### src/rtl/aprx_fp_widen_if.sv
// ============================================================================
// aprx_fp_widen_if : narrow-in / binary32-out streaming bundle  (rev 1.0)
// ============================================================================
`default_nettype none

interface aprx_fp_widen_if;
   logic        in_valid;
   logic        in_ready;
   logic [15:0] in_data;
   logic        in_mode;
   logic        out_valid;
   logic        out_ready;
   logic [31:0] out_data;
   logic        out_last;
   logic [2:0]  out_flags;

   // Producer/consumer side: drives words in, accepts beats out.
   modport master (
      output in_valid, in_data, in_mode, out_ready,
      input  in_ready, out_valid, out_data, out_last, out_flags
   );

   // Converter side.
   modport slave (
      input  in_valid, in_data, in_mode, out_ready,
      output in_ready, out_valid, out_data, out_last, out_flags
   );
endinterface

`default_nettype wire

### src/rtl/aprx_fp_widen.sv
// ============================================================================
// aprx_fp_widen : binary16alt / 2x binary8 to binary32 streaming up-converter
// rev 1.0
// ============================================================================
`default_nettype none

module aprx_fp_widen #(
   parameter bit FLUSH_DENORM = 1'b1
) (
   input  wire logic      clk,
   input  wire logic      rst_n,
   aprx_fp_widen_if.slave bus
);

   localparam logic [2:0] FLAG_NONE    = 3'b000;
   localparam logic [2:0] FLAG_NAN     = 3'b100;
   localparam logic [2:0] FLAG_INF     = 3'b010;
   localparam logic [2:0] FLAG_FLUSHED = 3'b001;

   typedef enum logic [0:0] {
      IDLE = 1'b0,
      PEND = 1'b1
   } state_t;

   typedef struct packed {
      logic [2:0]  flags;
      logic [31:0] data;
   } beat_t;

   function automatic beat_t conv16(input logic [15:0] x);
      beat_t      r;
      logic       s;
      logic [7:0] e;
      logic [6:0] m;
      s       = x[15];
      e       = x[14:7];
      m       = x[6:0];
      r.flags = FLAG_NONE;
      // Same exponent bias, so every non-flushed case is a plain zero-extension.
      r.data  = {s, e, m, 16'h0000};
      if (e == 8'hFF) begin
         r.flags = (m == 7'd0) ? FLAG_INF : FLAG_NAN;
      end else if ((e == 8'h00) && (m != 7'd0) && FLUSH_DENORM) begin
         r.data  = {s, 31'h0};
         r.flags = FLAG_FLUSHED;
      end
      return r;
   endfunction

   function automatic beat_t conv8(input logic [7:0] x);
      beat_t      r;
      logic       s;
      logic [4:0] e;
      logic [1:0] m;
      s       = x[7];
      e       = x[6:2];
      m       = x[1:0];
      r.flags = FLAG_NONE;
      r.data  = {s, 31'h0};
      if (e == 5'h1F) begin
         r.data  = {s, 8'hFF, m, 21'h0};
         r.flags = (m == 2'd0) ? FLAG_INF : FLAG_NAN;
      end else if (e != 5'h00) begin
         r.data = {s, {3'b000, e} + 8'd112, m, 21'h0};
      end else if (m != 2'd0) begin
         if (FLUSH_DENORM) begin
            r.flags = FLAG_FLUSHED;
         end else begin
            // Subnormal value m * 2^-16, renormalised into binary32.
            case (m)
               2'b01:   r.data = {s, 8'd111, 23'h0};
               2'b10:   r.data = {s, 8'd112, 23'h0};
               default: r.data = {s, 8'd112, 1'b1, 22'h0};
            endcase
         end
      end
      return r;
   endfunction

   state_t      state;
   state_t      state_nxt;
   logic [7:0]  pend;
   logic [7:0]  pend_nxt;
   logic        valid_q;
   logic        valid_nxt;
   logic [31:0] data_q;
   logic [31:0] data_nxt;
   logic        last_q;
   logic        last_nxt;
   logic [2:0]  flags_q;
   logic [2:0]  flags_nxt;

   logic        in_ready;
   logic        accept;
   logic        consume;
   beat_t       cv16;
   beat_t       cv_lo;
   beat_t       cv_pend;

   assign in_ready = rst_n && (state == IDLE) && (!valid_q || bus.out_ready);
   assign accept   = bus.in_valid && in_ready;
   assign consume  = valid_q && bus.out_ready;

   assign cv16    = conv16(bus.in_data);
   assign cv_lo   = conv8(bus.in_data[7:0]);
   assign cv_pend = conv8(pend);

   always_comb begin
      state_nxt = state;
      pend_nxt  = pend;
      valid_nxt = valid_q;
      data_nxt  = data_q;
      last_nxt  = last_q;
      flags_nxt = flags_q;
      case (state)
         IDLE: begin
            if (accept) begin
               valid_nxt = 1'b1;
               if (!bus.in_mode) begin
                  data_nxt  = cv16.data;
                  flags_nxt = cv16.flags;
                  last_nxt  = 1'b1;
               end else begin
                  data_nxt  = cv_lo.data;
                  flags_nxt = cv_lo.flags;
                  last_nxt  = 1'b0;
                  pend_nxt  = bus.in_data[15:8];
                  state_nxt = PEND;
               end
            end else if (consume) begin
               valid_nxt = 1'b0;
            end
         end
         PEND: begin
            // Lane0 beat is always valid here; lane1 replaces it once taken.
            if (consume) begin
               valid_nxt = 1'b1;
               data_nxt  = cv_pend.data;
               flags_nxt = cv_pend.flags;
               last_nxt  = 1'b1;
               pend_nxt  = 8'h00;
               state_nxt = IDLE;
            end
         end
         default: begin
            state_nxt = IDLE;
         end
      endcase
   end

   always_ff @(posedge clk or negedge rst_n) begin
      if (!rst_n) begin
         state   <= IDLE;
         pend    <= 8'h00;
         valid_q <= 1'b0;
         data_q  <= 32'h0;
         last_q  <= 1'b0;
         flags_q <= 3'b000;
      end else begin
         state   <= state_nxt;
         pend    <= pend_nxt;
         valid_q <= valid_nxt;
         data_q  <= data_nxt;
         last_q  <= last_nxt;
         flags_q <= flags_nxt;
      end
   end

   assign bus.in_ready  = in_ready;
   assign bus.out_valid = valid_q;
   assign bus.out_data  = data_q;
   assign bus.out_last  = last_q;
   assign bus.out_flags = flags_q;

endmodule

`default_nettype wire
### src/flat_wrapper.sv
// flat-port wrapper written by rule: the top's interface ports become plain ports
module aprx_fp_widen_flat 
#(
   parameter bit FLUSH_DENORM = 1'b1
)
  (clk, rst_n, bus_in_valid, bus_in_data, bus_in_mode, bus_out_ready, bus_in_ready, bus_out_valid, bus_out_data, bus_out_last, bus_out_flags);
  aprx_fp_widen_if bus_i ();
  input  wire logic clk;
  input  wire logic rst_n;
  input wire logic [$bits(bus_i.in_valid)-1:0] bus_in_valid;
  input wire logic [$bits(bus_i.in_data)-1:0] bus_in_data;
  input wire logic [$bits(bus_i.in_mode)-1:0] bus_in_mode;
  input wire logic [$bits(bus_i.out_ready)-1:0] bus_out_ready;
  output wire logic [$bits(bus_i.in_ready)-1:0] bus_in_ready;
  output wire logic [$bits(bus_i.out_valid)-1:0] bus_out_valid;
  output wire logic [$bits(bus_i.out_data)-1:0] bus_out_data;
  output wire logic [$bits(bus_i.out_last)-1:0] bus_out_last;
  output wire logic [$bits(bus_i.out_flags)-1:0] bus_out_flags;
  assign bus_i.in_valid = bus_in_valid;
  assign bus_i.in_data = bus_in_data;
  assign bus_i.in_mode = bus_in_mode;
  assign bus_i.out_ready = bus_out_ready;
  assign bus_in_ready = bus_i.in_ready;
  assign bus_out_valid = bus_i.out_valid;
  assign bus_out_data = bus_i.out_data;
  assign bus_out_last = bus_i.out_last;
  assign bus_out_flags = bus_i.out_flags;
  aprx_fp_widen #(.FLUSH_DENORM(FLUSH_DENORM)) u_core (.clk(clk), .rst_n(rst_n), .bus(bus_i));
endmodule
### config.mk
export PLATFORM = sky130hd
export DESIGN_NAME = aprx_fp_widen_flat
export DESIGN_NICKNAME = d
export VERILOG_FILES = /design/src/rtl/aprx_fp_widen_if.sv /design/src/rtl/aprx_fp_widen.sv /design/src/flat_wrapper.sv
export SDC_FILE = /design/constraint.sdc
export NUM_CORES = 1
export LEC_CHECK = 0
export CAP_MARGIN = 10
export CORE_UTILIZATION = 40
export DETAILED_ROUTE_END_ITERATION = 6
export PLACE_DENSITY = 0.73
export SYNTH_ARGS = -nofsm -noshare
export SYNTH_HDL_FRONTEND = slang
export SYNTH_SLANG_ARGS = --single-unit
### constraint.sdc
create_clock -name clk -period 2 [get_ports clk]
set_input_delay 0.3 -clock clk [delete_from_list [all_inputs] [get_ports clk]]
set_output_delay 0.3 -clock clk [all_outputs]
set_load 0.01 [all_outputs]
==> reports/metrics.sh <==
CTS_BUFFER_DEPTH=2
SYN2LAYOUT_AREA_GROWTH_PCT=40.0
FINISH.NET_COUNT=265
NUM_ANTENNA_CELLS=0
SYNTH-EDFF-COUNT=0
POST-ROUTE-MIN-PERIOD_PS=1860
FLOORPLAN.CORE_AREA_UM2=4030
START_UTIL=0.419
NETLIST_AREA_UM2=1690
CRITPATHLAUNCHTYPE='input port'
INSERTION_DELAY_PS=280
SYN_AREA_PER_CELL_UM2=9.37
DIEAREA_UM2=4480
CRITPATHKIND='in2reg'
DIE_WIDTH_UM=66.9
SETUP_VIOL_COUNT_FINAL=0
SYNTH_LARGEST_TYPE_AREA_FRACTION=0.445
USE_MET2=0.327
SYNTH.YOSYS.WARNINGS=0
FINAL-MAX-SLEW-VIOLATION-COUNT=0
HOLD_VIOLATIONS=0
ROUTE.DETAILED.DRC=0
VIAS=1625
YOSYS.CELL_COUNT.TOP_TYPE='dfrtp_1'
CTS_SINKS=30
PLACE_CONGESTION=0.880
HOLD_CLASS='in2reg'
VIASPERCELL=5.51
CRIT_FANOUT=5
DATA_REQUIRED_TIME_OF_THE_CRITICAL_PATH_PS=2220
TIMING.FINAL.CRIT_SHARE=0.932
PORTBUFFERS=42
CLKTRANSATPATHREGS_PS=60
GRT_SETUP_UNREPAIRED='false'
IR_DROP_mV=0.529
DETAILED_PLACE_HPWL_UM=3510
FIRST_ITER_VIOLATIONS=112
SYNTH-SEQ-CELLS=30
POST_LAYOUT_NONFILLER_INSTANCES=295
N_FILL_CELL=376
PLACE_INST=287
SUMMED_NEGATIVE_SETUP_SLACK_OVER_ALL_ENDPOINTS_PS=0
GRT_START_MAX_NET_PINS=19
CTS_ROOT_BUF='clkbuf_8'
SYNTH_FLOP_CELL='dfrtp_1'
DETAIL_ROUTE.WL_PER_CELL_UM=15.0
CTS_TREE='built'
PART_OF_THE_YOSYS_AREA_USED_FOR_SEQUENTIAL_ELEMENTS=0.445
MET1_USAGE=0.284
GRT_FIRST_PASS_WIRELENGTH_UM=6900
POWERDENSITY_nW_PER_UM2=1240
DRT_PRE_ANTENNA_ITERS=4
FINAL_ANTENNA_NET_COUNT=0
GRTUSAGEMET3=0.0394
FINAL_LAYOUT_SIZE_SUFFIX_GT1_FRAC=0.147
GR-TOTAL-OVERFLOW=0
CLOCK-SKEW-FINAL_PS=2.23
DRT-TOTAL-WL_UM=4430
GRT_BUSIEST_LAYER='met2'
NETLIST.TOP_CELL.BY_AREA='dfrtp_1'
SYNTH_TOP_CELLS_BY_COUNT='dfrtp_1, nand2_1, buf_4, a22o_1, o21ai_0'
TRITONCTS.NUM_BUFFERS=5
DIE_H_UM=66.9
SYNTH_TOP_CELLS_BY_AREA='dfrtp_1, buf_4, a22o_1'
ANTENNA_FOUND_INITIAL=0
SYNTHDISTINCTLIBCELLS=36
HTREE_LEVELS=2
WORSTPATHARRIVAL_PS=2080
CTS-HOLD-FIX-BUFFERS=0
WORSTSETUPENDPOINTTYPE='flip-flop'
HOLD-WORST-SLACK_PS=399
TIGHTESTPINTRANSITION_PS=712
SYN_INST=180
IO_PINS=59
SLEW_HEADROOM=0.523
POWER.STATIC_LEAKAGE_nW=1.07
FMAXACHIEVABLE_GHz=0.536
SYNTHARSTFLOPSHARE=1.00
STATUS='completed'
FIRST_GLOBAL_VIAS=1425
GROUTE.USAGE.OVERALL=0.212
PLACEMENTROWS=23
DRV_CAP=0
==> path summary, 6_finish.rpt <==
check | cells after the start | to | start | slack [ps]
setup / recovery | 5 | u_core.bus.out_data[16] | bus_in_data[0] | 140
min in group asynchronous | 2 | u_core.state | rst_n | 430
setup reg to reg | 4 | u_core.bus.out_data[28] | u_core.pend[2] | 200
hold reg to reg | 2 | u_core.bus.out_data[23] | u_core.bus.out_data[23] | 480
max in group asynchronous | 2 | u_core.bus.out_data[17] | rst_n | 1340
hold / removal | 3 | u_core.bus.out_data[17] | bus_in_data[1] | 400
==> through the flow <==
step | util | area (um^2) | setup slack (ps) | total power [W]
2_1_floorplan | - | 1740 | 305 | 0.00176
3_3_place_gp | 0.560 | 2260 | -182 | 0.00242
3_5_place_dp | 0.560 | 2260 | -214 | 0.00246
4_1_cts | 0.583 | 2350 | 57.1 | 0.00296
5_1_grt | 0.586 | 2360 | 68.0 | 0.00315
6_report | 0.586 | 2360 | 136 | 0.00293
==> metal layers <==
metal  part of all wire  vias to the layer above  wire [um]
li1                   -                      764          -
met4              0.019                        0         84
met2               0.47                       60       2060
met3              0.053                        9        235
met5                  0                        -          0
met1               0.46                      792       2050
==> area by class of cell <==
class                   count  area [um^2]  area share
multi-input cells         135          823       0.349
inverters                   6         22.5     0.00954
flip-flops and latches     30          751       0.318
clock inverters             1         5.00     0.00212
repair buffers             66          611       0.259
well taps                  50         62.6      0.0265
clock buffers               7         86.3      0.0366
==> sequential cells by signal, indices dropped and copies added, names as in the netlist <==
signal,flops
u_core.bus.out_valid,1
u_core.pend,8
u_core.bus.out_last,1
u_core.bus.out_flags,3
u_core.bus.out_data,16
u_core.state,1
==> cells in the final DEF (no fill, tap or decap), types with 4 or more instances in the layout <==
cell              n
clkdlybuf4s50_1  38
o21ai_0          12
a21oi_1          10
a22o_1           13
inv_1             6
nand4_1           4
o311ai_0          5
buf_4            24
dfrtp_1          30
conb_1           16
a31oi_1           4
clkbuf_8          6
dlymetal6s2s_1    4
nor2_1           11
nand2_1          18
mux2i_1           5
nor3_1            4
==> power breakdown <==
part | switching, W | total, W | internal, W
registers | 0.000217 | 0.00109 | 0.000877
logic | 0.000618 | 0.00134 | 0.000724
clock network | 0.000220 | 0.000497 | 0.000277
==> critical path: stages <==
cell and delay [ps]:
clkdlybuf4s50_1 420, or4_4 430, or2_4 290, a2111oi_4 450, a22o_1 200
==> timing repair <==
item | 4_1_cts | 5_1_grt
endpoints found under the hold margin | 0 | 0
setup buffers | 0 | 0
setup endpoints to repair | 0 | 3
resized for setup | 0 | 5
==> kinds of logic (layout without fill, tap and decap cells) <==
group / Yosys count / after routing / synth area share
AOI/OAI and AO/OA: 58 / 58 / 0.252
DFF: 30 / 30 / 0.445
buffers and inverters: 30 / 80 / 0.102
muxes: 5 / 5 / 0.0297
and+or+nand+nor: 56 / 56 / 0.168
other: 1 / 16 / 0.00222
Power figures use the tool's default switching activity.
